`src/rtl/wave_classify_ctrl.sv`:
```
// -----------------------------------------------------------------------------
// wave_classify_ctrl
//   Measurement sequencer for the waveform distinguisher path. It generates a
//   fixed-length measurement window from clk, synchronises the raw comparator
//   output and time-stamps the first rising edge in each window. That phase is
//   classified into sine / iso-triangle / square / jag bands. A class is
//   committed to sel_sig only after CONFIRM consecutive agreeing windows.
//   Loss of signal is flagged after TIMEOUT_WIN consecutive edgeless windows.
//
// Ports
//   clk        in   system clock (1 MHz)
//   rst_n      in   synchronous active-low reset
//   en         in   measurement enable
//   cmp1_sig   in   raw comparator output, asynchronous to clk
//   win_set    out  one-cycle pulse in the cycle where win_cnt == WINDOW-1
//   win_cnt    out  current phase counter value
//   phase_q    out  phase captured in the last completed window (0 if none)
//   cand_sig   out  candidate class of the last completed window (one-hot/0)
//   sel_sig    out  committed class: 0001 sine, 0010 iso, 0100 square, 1000 jag
//   valid      out  sel_sig holds a committed class
//   no_signal  out  timeout flag
// -----------------------------------------------------------------------------
module wave_classify_ctrl #(
  parameter int WINDOW      = 1000,
  parameter int CNT_W       = 10,
  parameter int CONFIRM     = 3,
  parameter int TIMEOUT_WIN = 4,
  parameter int SIN_MAX     = 120,
  parameter int ISO_LO      = 380,
  parameter int ISO_HI      = 420,
  parameter int SQR_LO      = 490,
  parameter int SQR_HI      = 510,
  parameter int JAG_LO      = 690,
  parameter int JAG_HI      = 720
) (
  input  logic             clk,
  input  logic             rst_n,
  input  logic             en,
  input  logic             cmp1_sig,
  output logic             win_set,
  output logic [CNT_W-1:0] win_cnt,
  output logic [CNT_W-1:0] phase_q,
  output logic [3:0]       cand_sig,
  output logic [3:0]       sel_sig,
  output logic             valid,
  output logic             no_signal
);

  typedef enum logic [1:0] {
    ST_IDLE = 2'd0,
    ST_RUN  = 2'd1,
    ST_EVAL = 2'd2
  } state_t;

  localparam logic [CNT_W-1:0] WIN_LAST  = CNT_W'(WINDOW - 1);
  localparam logic [CNT_W-1:0] SIN_MAX_V = CNT_W'(SIN_MAX);
  localparam logic [CNT_W-1:0] ISO_LO_V  = CNT_W'(ISO_LO);
  localparam logic [CNT_W-1:0] ISO_HI_V  = CNT_W'(ISO_HI);
  localparam logic [CNT_W-1:0] SQR_LO_V  = CNT_W'(SQR_LO);
  localparam logic [CNT_W-1:0] SQR_HI_V  = CNT_W'(SQR_HI);
  localparam logic [CNT_W-1:0] JAG_LO_V  = CNT_W'(JAG_LO);
  localparam logic [CNT_W-1:0] JAG_HI_V  = CNT_W'(JAG_HI);
  localparam logic [2:0]       CONFIRM_V = 3'(CONFIRM);
  localparam logic [3:0]       TIMEOUT_V = 4'(TIMEOUT_WIN);

  // Inclusive band membership test used by the classifier.
  function automatic logic in_band(input logic [CNT_W-1:0] v,
                                   input logic [CNT_W-1:0] lo,
                                   input logic [CNT_W-1:0] hi);
    return (v >= lo) && (v <= hi);
  endfunction

  state_t           state_r, state_next_s;
  logic             s1_r, s2_r, s3_r;
  logic             edge_s;
  logic [CNT_W-1:0] cnt_r, cnt_next_s;
  logic             win_set_r;
  logic             got_r, ev_got_r;
  logic [CNT_W-1:0] ph_r, ev_ph_r;
  logic [3:0]       cand_s, prev_cand_r;
  logic [2:0]       match_r, match_next_s;
  logic [3:0]       miss_r, miss_next_s;
  logic [3:0]       sel_r, sel_next_s, cand_r;
  logic             valid_r, valid_next_s;
  logic             nosig_r, nosig_next_s;
  logic [CNT_W-1:0] phase_q_r;

  // s3 delays the synchronised level so that edge_s marks a single rising edge.
  assign edge_s = s2_r & ~s3_r;

  // Two-flop synchroniser plus edge-detect delay flop.
  always_ff @(posedge clk) begin
    if (!rst_n) begin
      s1_r <= 1'b0;
      s2_r <= 1'b0;
      s3_r <= 1'b0;
    end else begin
      s1_r <= cmp1_sig;
      s2_r <= s1_r;
      s3_r <= s2_r;
    end
  end

  // Next phase counter value: held at 0 while disabled, wraps at WINDOW-1.
  always_comb begin
    cnt_next_s = cnt_r;
    if (!en) begin
      cnt_next_s = {CNT_W{1'b0}};
    end else if (cnt_r == WIN_LAST) begin
      cnt_next_s = {CNT_W{1'b0}};
    end else begin
      cnt_next_s = cnt_r + {{(CNT_W-1){1'b0}}, 1'b1};
    end
  end

  // Sequencer next state; dropping en abandons any pending evaluation.
  always_comb begin
    state_next_s = state_r;
    if (!en) begin
      state_next_s = ST_IDLE;
    end else begin
      case (state_r)
        ST_IDLE: state_next_s = ST_RUN;
        ST_RUN: begin
          if (cnt_r == WIN_LAST) begin
            state_next_s = ST_EVAL;
          end else begin
            state_next_s = ST_RUN;
          end
        end
        ST_EVAL: state_next_s = ST_RUN;
        default: state_next_s = ST_IDLE;
      endcase
    end
  end

  // State, phase counter and registered window pulse.
  always_ff @(posedge clk) begin
    if (!rst_n) begin
      state_r   <= ST_IDLE;
      cnt_r     <= {CNT_W{1'b0}};
      win_set_r <= 1'b0;
    end else begin
      state_r   <= state_next_s;
      cnt_r     <= cnt_next_s;
      win_set_r <= (cnt_next_s == WIN_LAST);
    end
  end

  // First-edge capture and end-of-window snapshot. An edge in the last cycle
  // is folded into the snapshot; one in cycle 0 lands in the new window.
  always_ff @(posedge clk) begin
    if (!rst_n) begin
      got_r    <= 1'b0;
      ph_r     <= {CNT_W{1'b0}};
      ev_got_r <= 1'b0;
      ev_ph_r  <= {CNT_W{1'b0}};
    end else if (!en) begin
      got_r <= 1'b0;
      ph_r  <= {CNT_W{1'b0}};
    end else if ((state_r == ST_RUN) && (cnt_r == WIN_LAST)) begin
      ev_got_r <= got_r | edge_s;
      ev_ph_r  <= got_r ? ph_r : (edge_s ? cnt_r : {CNT_W{1'b0}});
      got_r    <= 1'b0;
      ph_r     <= {CNT_W{1'b0}};
    end else if (edge_s && !got_r) begin
      got_r <= 1'b1;
      ph_r  <= cnt_r;
    end
  end

  // Band classifier on the snapshot; first match wins in sine/iso/sqr/jag order.
  always_comb begin
    cand_s = 4'b0000;
    if (!ev_got_r) begin
      cand_s = 4'b0000;
    end else if (ev_ph_r <= SIN_MAX_V) begin
      cand_s = 4'b0001;
    end else if (in_band(ev_ph_r, ISO_LO_V, ISO_HI_V)) begin
      cand_s = 4'b0010;
    end else if (in_band(ev_ph_r, SQR_LO_V, SQR_HI_V)) begin
      cand_s = 4'b0100;
    end else if (in_band(ev_ph_r, JAG_LO_V, JAG_HI_V)) begin
      cand_s = 4'b1000;
    end else begin
      cand_s = 4'b0000;
    end
  end

  // Confirmation / timeout decision computed from the current snapshot.
  always_comb begin
    match_next_s = match_r;
    miss_next_s  = miss_r;
    sel_next_s   = sel_r;
    valid_next_s = valid_r;
    nosig_next_s = nosig_r;
    if (!ev_got_r) begin
      match_next_s = 3'd0;
      if (miss_r >= TIMEOUT_V) begin
        miss_next_s = TIMEOUT_V;
      end else begin
        miss_next_s = miss_r + 4'd1;
      end
      if (miss_next_s == TIMEOUT_V) begin
        nosig_next_s = 1'b1;
        sel_next_s   = 4'b0000;
        valid_next_s = 1'b0;
      end else begin
        nosig_next_s = nosig_r;
      end
    end else begin
      miss_next_s  = 4'd0;
      nosig_next_s = 1'b0;
      if (cand_s == 4'b0000) begin
        match_next_s = 3'd0;
      end else if (cand_s == prev_cand_r) begin
        if (match_r >= CONFIRM_V) begin
          match_next_s = CONFIRM_V;
        end else begin
          match_next_s = match_r + 3'd1;
        end
      end else begin
        match_next_s = 3'd1;
      end
      // A zero match count never commits because CONFIRM is at least 1.
      if (match_next_s >= CONFIRM_V) begin
        sel_next_s   = cand_s;
        valid_next_s = 1'b1;
      end else begin
        sel_next_s   = sel_r;
      end
    end
  end

  // Decision registers: updated only at the end of EVAL; outputs hold in IDLE.
  always_ff @(posedge clk) begin
    if (!rst_n) begin
      match_r     <= 3'd0;
      miss_r      <= 4'd0;
      prev_cand_r <= 4'b0000;
      sel_r       <= 4'b0000;
      cand_r      <= 4'b0000;
      valid_r     <= 1'b0;
      nosig_r     <= 1'b0;
      phase_q_r   <= {CNT_W{1'b0}};
    end else if (!en) begin
      match_r     <= 3'd0;
      miss_r      <= 4'd0;
      prev_cand_r <= 4'b0000;
    end else if (state_r == ST_EVAL) begin
      match_r     <= match_next_s;
      miss_r      <= miss_next_s;
      prev_cand_r <= cand_s;
      sel_r       <= sel_next_s;
      cand_r      <= cand_s;
      valid_r     <= valid_next_s;
      nosig_r     <= nosig_next_s;
      phase_q_r   <= ev_ph_r;
    end
  end

  assign win_set   = win_set_r;
  assign win_cnt   = cnt_r;
  assign phase_q   = phase_q_r;
  assign cand_sig  = cand_r;
  assign sel_sig   = sel_r;
  assign valid     = valid_r;
  assign no_signal = nosig_r;

endmodule

```
`config.mk`:
```
export PLATFORM = sky130hd
export DESIGN_NAME = wave_classify_ctrl
export DESIGN_NICKNAME = d
export VERILOG_FILES = /design/src/rtl/wave_classify_ctrl.sv
export SDC_FILE = /design/constraint.sdc
export NUM_CORES = 1
export LEC_CHECK = 0
export CORE_ASPECT_RATIO = 1.5
export CORE_UTILIZATION = 60
export CTS_CLUSTER_DIAMETER = 40
export DETAILED_ROUTE_END_ITERATION = 8
export PLACE_DENSITY_LB_ADDON = 0.15
export SYNTH_ARGS = -nofsm -noshare
export SYNTH_HDL_FRONTEND = slang
export SYNTH_SLANG_ARGS = --single-unit
```
`constraint.sdc`:
```
create_clock -name clk -period 4.5 [get_ports clk]
set_input_delay 0.9 -clock clk [delete_from_list [all_inputs] [get_ports clk]]
set_output_delay 0.9 -clock clk [all_outputs]
set_load 0.01 [all_outputs]
```
==> out/qor.txt, run 1 <==
fraction of the cycle the final worst path needs = 0.6103
netlist area before placement = 3078 µm²
sum of net half-perimeters after detailed placement = 4603 µm
initial antenna violation count = 0
post-synth top area share = 0.4488
horizontal die dimension = 60.48 µm
outcome = completed
cell depth of the worst hold path = 1
all-layer global routing usage = 0.2650
DRC errors left = 0
Max Slew Vio Count = 0
Setup CP Type = flip-flop to flip-flop
H-tree depth = 3
Hold/Removal Path Class = flip-flop to flip-flop
Setup violations, final = 0
antenna cells = 0
Seq/Total Area, Yosys = 0.4488
smallest setup slack after layout = 1754 ps
most used standard cell by instance count after synthesis = nand2_1
Post-synth top cells = nand2_1, dfxtp_1, a21oi_1, nor2_1, nand3_1
Yosys top cell by area = dfxtp_1
wire length of the first global-routing pass = 11,270 µm
top achievable clock speed = 364.1 MHz
largest net degree at the start of global routing = 43
clock network latency to the later pin of the worst-skew pair = 340 ps
hold bufs inserted after CTS = 0
switching power total = 242.5 µW
count of mapped cells out of synthesis = 365
Max-cap violations = 0
number of placement rows = 31
cell-internal power = 931.4 µW
vias per std cell = 5.855
endpoint class of the critical path = flip-flop
relative slew slack = 0.3403
clock network fraction of total power = 0.454
post-synthesis cell type count = 50
deepest clock path buffer count = 2
clock buffers created by TritonCTS = 9
top flip-flop cell by instance count after synthesis = dfxtp_1
area of the die = 5426 µm²
total of flip-flops plus latches after synthesis = 69
post-CTS setup buffer count = 0
Post-Route Skew = 5.022 ps
power density cells = 319.1 nW/µm²
filler instances = 401
vias in the first global route = 2,556
total of buffers placed on input and output ports = 34
first-pass iteration count of the detailed router = 5
final setup TNS = 0 ps
Boundary Pins = 35
Crit path arrival time = 2980 ps
static leakage = 1.362 nW
proportion of synthesized flip-flops having asynchronous set or reset = 0
RSZ-0062 raised after global routing = false
DRC violation total after the first TritonRoute iteration = 121
clock sink total = 69
share of post-route cells with drive strength above 1 = 0.06700
effective utilization at floorplan = 0.6298
Antenna Nets Post-Route = 0
total grt overflow = 0
Layout Area Growth over Synthesis = 19.51%
switching share of power = 0.2066
post-DR wirelength/cell = 14.11 µm
Critical Path Fanout Max = 7
FF-to-FF path depth = 8
main area contributors after synthesis = dfxtp_1, nand2_1, a21oi_1, o211a_1, nand3_1
post-cts repair resize count = 0
number of enable flip-flop cells after synthesis = 0
net count of the finished layout = 406
vertical extent of the die = 89.72 µm
GP Congestion = 0.8047
Period minus WS final = 2746 ps
launching element type of the critical path = flip-flop
Yosys warnings = 0
worst vdd rail ir drop = 273.5 µV
placeable core region = 4887 µm²
data required time at the worst endpoint = 4730 ps
vias post-DR = 2,746
pre-CTS WS = 1695 ps
number of nets produced by synthesis = 373
TritonCTS clock tree = done
final-report hold violation count = 0
root buf cell = clkbuf_8
Post-Synthesis Mean Instance Area = 8.433 µm²
combinational share of power = 0.021
sum of routed wire length over all layers = 6619 µm
register share of total power = 0.525
Worst Max-Slew Pin Slew = 987.3 ps
Worst-path clk slew = 70 ps
## metrics by stage
step | hold slack, ps | cell area, µm² | total power, mW | cells | utilization
floorplan | 411.9 | 3078 | 0.6449 | 365 | -
global placement | 419.9 | 3472 | 0.6541 | 453 | 0.7104
detailed placement | 435.0 | 3472 | 0.6548 | 453 | 0.7104
CTS | 445.1 | 3679 | 1.178 | 469 | 0.7527
global route | 449.5 | 3679 | 1.211 | 469 | 0.7527
finish | 441.5 | 3679 | 1.174 | 469 | 0.7527
## metal layers
metal / track usage / up-vias / wire, µm
li1: - / 1344 / -
met1: 0.3143 / 1320 / 2793
met2: 0.4386 / 71 / 3434
met3: 0.06187 / 11 / 274
met4: 0.1174 / 0 / 116
met5: 0 / - / 0
## kinds of logic (layout without fill, tap and decap cells)
logic type	count (synthesis)	in the layout	synth area share
xor+xnor	8	8	0.02277
simple gates	175	175	0.2715
mux	4	4	0.01301
flops	69	69	0.4488
fa+ha+maj	4	4	0.01626
buf+inv	27	65	0.03333
compound gates	78	78	0.1943
## worst max-delay path, cell delays in order, from the launching register on
cell	delay, ps
dfxtp_1	380
or3_4	410
o32a_4	330
a2111oi_4	580
xor2_1	160
a211oi_2	360
a21o_2	230
nor2_4	60
mux2i_1	120
## layout make-up
type	count	area, µm²	area share
inverters	12	45.04	0.01224
repair buffers	37	362.8	0.09864
clock buffers	11	131.4	0.03571
flip-flops and latches	69	1381	0.3755
multi-input cells	269	1600	0.4350
clock inverters	5	75.07	0.02041
well taps	66	82.58	0.02245
## power groups by stage
stage	Sequential [mW]	Clock (mW)	Combinational, mW
3_3_place_gp	0.630	0	0.0237
3_5_place_dp	0.630	0	0.0244
2_1_floorplan	0.630	0	0.0154
5_1_grt	0.616	0.567	0.0271
6_report	0.617	0.533	0.0245
4_1_cts	0.616	0.537	0.0244
## registers in the layout, summed over array words and instances (netlist names), 2 cells and up
register     flops
miss_r           4
match_r          3
ph_r            10
ev_ph_r         10
cand_sig         4
prev_cand_r      4
phase_q         10
sel_sig          4
win_cnt         10
state_r          2
## placed cells by master (no fill, tap or decap), types with 2 or more instances in the layout
cell type,count
clkdlybuf4s50_1,34
nand2_1,86
nor3_1,3
nor2b_1,2
a21oi_1,25
and3_1,4
and4_1,3
or3_1,2
nor2_1,22
clkbuf_8,9
nand3_1,20
dfxtp_1,69
nand2b_1,3
a21boi_0,13
nand4_1,6
clkinv_2,3
a2111oi_4,2
xnor2_1,3
buf_4,3
ha_1,4
nand3b_1,2
clkbuf_1,2
mux2i_1,4
o22ai_1,2
inv_1,12
nor4b_1,3
a211oi_1,3
bufinv_16,2
nor3b_1,3
o211a_1,11
xor2_1,5
o21ai_0,9
and2_1,7
## worst paths after layout
| check | endpoint | start | slack [ps] |
|---|---|---|---|
| worst min register to register | s2_r$_SDFF_PN0_ | s1_r$_SDFF_PN0_ | 440 |
| worst min-delay path | s2_r$_SDFF_PN0_ | s1_r$_SDFF_PN0_ | 440 |
| worst max register to register | valid$_SDFFE_PN0P_ | ev_ph_r[1]$_SDFFE_PN0P_ | 1750 |
| worst max-delay path | valid$_SDFFE_PN0P_ | ev_ph_r[1]$_SDFFE_PN0P_ | 1750 |
Note: power is estimated with default switching activity, not from simulation.
==> inputs of run 2 (changes only) <==
CORE_UTILIZATION = 55   (was 60)
clock period = 2.7 ns   (was 4.5 ns; I/O delays follow)
==> run 2 against run 1 <==
Net effect: clock skew is 0.85 ps higher; global-route usage shrank 2.4 points; first-iteration DRC count grew 12%; fmax up 5.7%; wire length grew 1.9%; via count is 0.22% lower; final cell count up 2.6%; count of clock-buffer cells in the layout increased by 2; sequential power grew 67%; worst setup slack lost 1700 ps; die area increased by 8.8%.
==> out/qor.txt, run 2 (synthesis gave the netlist of run 1 again) <==
Cell Area, Placed = 3537 µm² (was 3472 µm²)
slack of the worst reg-to-reg path = 100 ps (was 1750 ps)
Period minus WS final = 2599 ps (was 2746 ps)
Layout Area Growth over Synthesis = 21.59% (was 19.51%)
number of placement rows = 33 (was 31)
Post-Route Skew = 5.872 ps (was 5.022 ps)
placeable core region = 5409 µm² (was 4887 µm²)
TritonCTS clock tree = done (unchanged)
area of the die = 5906 µm² (was 5426 µm²)
Final Instance Count excl. Fillers = 481 (was 469)
deepest clock path buffer count = 2 (unchanged)
launching element type of the critical path = flip-flop (unchanged)
post-DR wirelength/cell = 14.02 µm (was 14.11 µm)
Final Cell Area = 3742 µm² (was 3679 µm²)
Hold/Removal Path Class = flip-flop to flip-flop (unchanged)
clock sink total = 69 (unchanged)
launch point of the worst path = ev_ph_r[0]$_SDFFE_PN0P_ (was ev_ph_r[1]$_SDFFE_PN0P_)
final setup TNS = 0 ps (unchanged)
met2 Usage GRT = 0.4194 (was 0.4386)
clock network latency to the later pin of the worst-skew pair = 340 ps (about the same)
power density cells = 493.5 nW/µm² (was 319.1 nW/µm²)
horizontal die dimension = 63.08 µm (was 60.48 µm)
layer with the highest usage after global routing = met2 (unchanged)
Max Slew Vio Count = 0 (unchanged)
Design Power = 1.847 mW (was 1.174 mW)
Crit path arrival time = 2840 ps (was 2980 ps)
Core Util, Final = 0.6919 (was 0.7527)
data required time at the worst endpoint = 2940 ps (was 4730 ps)
clock buffers created by TritonCTS = 9 (unchanged)
Setup violations, final = 0 (unchanged)
Worst-path clk slew = 70 ps (about the same)
outcome = completed (unchanged)
antenna cells = 0 (unchanged)
static leakage = 1.403 nW (was 1.362 nW)
GP Congestion = 0.8594 (was 0.8047)
vias per std cell = 5.696 (was 5.855)
vias post-DR = 2,740 (was 2,746)
first-pass iteration count of the detailed router = 5 (unchanged)
filler instances = 457 (was 401)
RSZ-0062 raised after global routing = true (was false)
Setup CP Type = flip-flop to flip-flop (unchanged)
Critical Path Fanout Max = 6 (was 7)
final-report hold violation count = 0 (unchanged)
share of post-route cells with drive strength above 1 = 0.09732 (was 0.06700)
all-layer global routing usage = 0.2409 (was 0.2650)
root buf cell = clkbuf_8 (unchanged)
hold bufs inserted after CTS = 0 (unchanged)
Antenna Nets Post-Route = 0 (unchanged)
net count of the finished layout = 416 (was 406)
critical hold path startpoint = s1_r$_SDFF_PN0_ (unchanged)
fraction of the cycle the final worst path needs = 0.9627 (was 0.6103)
endpoint class of the critical path = flip-flop (unchanged)
vertical extent of the die = 93.62 µm (was 89.72 µm)
worst vdd rail ir drop = 378.3 µV (was 273.5 µV)
Max-cap violations = 0 (unchanged)
largest net degree at the start of global routing = 41 (was 43)
grt met1 use = 0.2620 (was 0.3143)
top achievable clock speed = 384.7 MHz (was 364.1 MHz)
Boundary Pins = 35 (unchanged)
worst reg2reg path startpoint = ev_ph_r[0]$_SDFFE_PN0P_ (was ev_ph_r[1]$_SDFFE_PN0P_)
sum of net half-perimeters after detailed placement = 4765 µm (was 4603 µm)
initial antenna violation count = 0 (unchanged)
placed cells = 465 (was 453)
DRC errors left = 0 (unchanged)
H-tree depth = 3 (unchanged)
total grt overflow = 0 (unchanged)
most frequent cells in the layout = nand2_1, dfxtp_1, clkdlybuf4s50_1, a21oi_1, nor2_1 (unchanged)
DRC violation total after the first TritonRoute iteration = 136 (was 121)
relative slew slack = 0.6604 (was 0.3403)
vias in the first global route = 2,496 (was 2,556)
Worst Max-Slew Pin Slew = 509.4 ps (was 987.3 ps)
sum of routed wire length over all layers = 6742 µm (was 6619 µm)
total of buffers placed on input and output ports = 34 (unchanged)
commonest non-fill, non-tap cell in the layout = nand2_1 (unchanged)
wire length of the first global-routing pass = 11,130 µm (was 11,270 µm)
effective utilization at floorplan = 0.5690 (was 0.6298)
met3 capacity usage during global routing = 0.06829 (was 0.06187)
run 2: changes by cell type in the layout (fill, tap and decap cells not counted), sizes merged:
cell / previous run / this run
buf: 3 / 13
bufinv: 2 / 0
clkbuf: 11 / 13
clkinv: 3 / 1
run 2: layout make-up:
| cell class | count | area (µm²) | share of cell area |
|---|---|---|---|
| Inverter | 12 | 45.04 | 0.01204 |
| Timing Repair Buffer | 47 | 437.9 | 0.1170 |
| Multi-Input combinational cell | 269 | 1600 | 0.4276 |
| Sequential cell | 69 | 1388 | 0.3708 |
| Clock buffer | 13 | 178.9 | 0.04781 |
| Tap cell | 70 | 87.58 | 0.02340 |
| Clock inverter | 1 | 5.005 | 0.001337 |
run 2: report_power, final:
| group | internal (mW) | leakage [nW] | switching [mW] |
|---|---|---|---|
| Clock | 0.422 | 0.0974 | 0.354 |
| Sequential | 1.02 | 0.558 | 0.00595 |
| Combinational | 0.0163 | 0.747 | 0.0268 |
| Total | 1.46 | 1.40 | 0.387 |
run 2: critical path: stages, from the launching register on:
cell	delay (ps)
dfxtp_2	340
or3_4	410
o32a_4	330
a2111oi_4	500
xor2_1	150
a211oi_2	310
buf_4	170
nand3_1	70
a22oi_1	160
nor2_1	60
run 2: metal layers:
metal	vias up	wire [µm]	part of all wire
li1	1368	-	-
met1	1285	2885	0.43
met3	11	319	0.047
met4	0	109	0.016
met2	76	3429	0.51
met5	-	0	0
run 2: repair_timing:
action / 4_1_cts / 5_1_grt
setup buffers: 0 / 2
setup endpoints to repair: 0 / 7
gates resized for setup: 0 / 4
run 2: final timing paths:
check,to,depth (start not counted)
max reg2reg,match_r[0]$_SDFFE_PN0P_,9
max,match_r[0]$_SDFFE_PN0P_,9
min reg2reg,s2_r$_SDFF_PN0_,1
min,s2_r$_SDFF_PN0_,1
run 2: stage by stage:
stage / hold WS (ps) / worst slack (ps)
6_report: 442.8 / 100.6
5_1_grt: 456.0 / -26.31
4_1_cts: 448.4 / 65.18
3_5_place_dp: 433.5 / 81.59
3_3_place_gp: 426.9 / 170.1
2_1_floorplan: 411.9 / 267.8
==> inputs of run 3 (changes only) <==
CORE_MARGIN = 10   (was default)
PLACE_DENSITY = 0.81   (was default)
PLACE_DENSITY_LB_ADDON = default   (was 0.15)
==> run 3 against run 2 <==
Net effect: worst setup slack got worse by 37 ps; global-route usage fell by 8.1 points; critical path type unchanged; final cell count rose by 0.42%; first-iteration DRC count rose by 140%; combinational power rose by 3%; count of clock-buffer cells in the layout did not move; largest power group unchanged; total power fell by 3.4%.
==> out/qor.txt, run 3 (synthesis gave the netlist of run 1 again) <==
worst reg2reg path startpoint = ev_ph_r[0]$_SDFFE_PN0P_ (unchanged)
relative slew slack = 0.6541 (was 0.6604)
largest net degree at the start of global routing = 39 (was 41)
Max Slew Vio Count = 0 (unchanged)
power density cells = 474.4 nW/µm² (was 493.5 nW/µm²)
GP Congestion = 0.9326 (was 0.8594)
data required time at the worst endpoint = 2930 ps (was 2940 ps)
CP max stage delay = 460 ps (was 500 ps)
fraction of the cycle the final worst path needs = 0.9764 (was 0.9627)
Design Power = 1.783 mW (was 1.847 mW)
placeable core region = 5450 µm² (was 5409 µm²)
initial antenna violation count = 0 (unchanged)
launching element type of the critical path = flip-flop (unchanged)
Worst Max-Slew Pin Slew = 513.4 ps (was 509.4 ps)
DRC errors left = 0 (unchanged)
Final Instance Count excl. Fillers = 483 (was 481)
clock buffers created by TritonCTS = 9 (unchanged)
vias post-DR = 2,711 (was 2,740)
hold bufs inserted after CTS = 0 (unchanged)
wire length of the first global-routing pass = 11,840 µm (was 11,130 µm)
endpoint class of the critical path = flip-flop (unchanged)
antenna cells = 0 (unchanged)
number of placement rows = 33 (unchanged)
share of post-route cells with drive strength above 1 = 0.1017 (was 0.09732)
H-tree depth = 3 (unchanged)
worst setup path endpoint = no_signal$_SDFFE_PN0P_ (was match_r[0]$_SDFFE_PN0P_)
Setup violations, final = 0 (unchanged)
final-report hold violation count = 0 (unchanged)
Period minus WS final = 2636 ps (was 2599 ps)
Crit path arrival time = 2870 ps (was 2840 ps)
all-layer global routing usage = 0.1594 (was 0.2409)
area of the die = 9050 µm² (was 5906 µm²)
vias per std cell = 5.613 (was 5.696)
CP max stage cell = a2111oi_4 (unchanged)
DRC violation total after the first TritonRoute iteration = 330 (was 136)
launch point of the worst path = ev_ph_r[0]$_SDFFE_PN0P_ (unchanged)
top achievable clock speed = 379.3 MHz (was 384.7 MHz)
most frequent cells in the layout = nand2_1, dfxtp_1, clkdlybuf4s50_1, a21oi_1, nor2_1 (unchanged)
effective utilization at floorplan = 0.5647 (was 0.5690)
sum of net half-perimeters after detailed placement = 5055 µm (was 4765 µm)
Boundary Pins = 35 (unchanged)
Max-cap violations = 0 (unchanged)
Hold/Removal Path Class = flip-flop to flip-flop (unchanged)
Layout Area Growth over Synthesis = 22.11% (was 21.59%)
slack of the worst reg-to-reg path = 60 ps (was 100 ps)
Setup CP Type = flip-flop to flip-flop (unchanged)
FF-to-FF path depth = 9 (unchanged)
vertical extent of the die = 111.6 µm (was 93.62 µm)
root buf cell = clkbuf_8 (unchanged)
Critical Path Fanout Max = 6 (unchanged)
first-pass iteration count of the detailed router = 4 (was 5)
TritonCTS clock tree = done (unchanged)
post-DR wirelength/cell = 14.55 µm (was 14.02 µm)
commonest non-fill, non-tap cell in the layout = nand2_1 (unchanged)
outcome = completed (unchanged)
total of buffers placed on input and output ports = 34 (unchanged)
Worst-path clk slew = 70 ps (about the same)
static leakage = 1.412 nW (was 1.403 nW)
horizontal die dimension = 81.08 µm (was 63.08 µm)
sum of routed wire length over all layers = 7027 µm (was 6742 µm)
deepest clock path buffer count = 2 (unchanged)
clock network latency to the later pin of the worst-skew pair = 340 ps (about the same)
worst path cell trace = or3_4 > a2111oi_4 > buf_4 > a2111oi_4 > buf_4 > a211oi_4 > a211oi_1 > a21o_2 > o311a_1 (was or3_4 > o32a_4 > a2111oi_4 > xor2_1 > a211oi_2 > buf_4 > nand3_1 > a22oi_1 > nor2_1)
worst vdd rail ir drop = 380.9 µV (was 378.3 µV)
total grt overflow = 0 (unchanged)
worst reg2reg path endpoint = no_signal$_SDFFE_PN0P_ (was match_r[0]$_SDFFE_PN0P_)
Post-Route Skew = 6.737 ps (was 5.872 ps)
net count of the finished layout = 417 (was 416)
clock sink total = 69 (unchanged)
Antenna Nets Post-Route = 0 (unchanged)
vias in the first global route = 2,664 (was 2,496)
placed cells = 465 (unchanged)
run 3: metrics by stage:
stage	utilization	worst slack [ps]	instance area (µm²)	setup TNS, ps	hold slack [ps]
finish	0.6896	63.82	3759	0	432.6
global placement	0.6490	172.2	3537	0	413.4
CTS	0.6781	78.90	3696	0	438.5
detailed placement	0.6490	99.82	3537	0	422.8
floorplan	-	267.8	3078	0	411.9
global route	0.6896	-50.59	3759	-133.5	472.7
run 3: layout make-up:
type                       instances  area [µm²]
clock inverter                     2       10.01
inverter                          12       45.04
tap                               70       87.58
sequential                        69        1384
clock buffer                      13       148.9
timing repair buffer              48       445.4
multi-input combinational        269        1638
fill                             459        1692
run 3: what timing repair did:
action | 4_1_cts | 5_1_grt
buffers inserted | 0 | 3
endpoints found under the setup margin | 0 | 7
resized for setup | 0 | 8
run 3: worst min-delay path by stage:
stage | startpoint | endpoint | slack, ps | depth (start not counted)
6_report | s1_r$_SDFF_PN0_ | s2_r$_SDFF_PN0_ | 430 | 1
5_1_grt | ph_r[4]$_SDFFE_PP0P_ | ph_r[4]$_SDFFE_PP0P_ | 470 | 2
4_1_cts | s1_r$_SDFF_PN0_ | s2_r$_SDFF_PN0_ | 440 | 1
3_5_place_dp | s1_r$_SDFF_PN0_ | s2_r$_SDFF_PN0_ | 420 | 1
3_3_place_gp | s1_r$_SDFF_PN0_ | s2_r$_SDFF_PN0_ | 410 | 1
2_1_floorplan | s1_r$_SDFF_PN0_ | s2_r$_SDFF_PN0_ | 410 | 1
run 3: worst max-delay path, delay by kind of cell (launching register included):
family / cells / cell delay (ps)
AO/OA/AOI/OAI: 6 / 1390
AND/OR/NAND/NOR: 1 / 410
buffers and inverters: 2 / 370
flip-flops: 1 / 350
run 3: routing by layer:
| layer | part of all wire | up-vias | wire, µm | track usage |
|---|---|---|---|---|
| li1 | - | 1371 | - | - |
| met1 | 0.41 | 1260 | 2847 | 0.1679 |
| met2 | 0.51 | 67 | 3609 | 0.2756 |
| met3 | 0.061 | 13 | 427 | 0.05314 |
| met4 | 0.020 | 0 | 143 | 0.07068 |
| met5 | 0 | - | 0 | 0 |
run 3: where the power goes:
| part | internal, mW | leakage [nW] | switching [mW] |
|---|---|---|---|
| registers | 1.02 | 0.558 | 0.00595 |
| logic | 0.0172 | 0.771 | 0.0270 |
| clock network | 0.352 | 0.0833 | 0.360 |
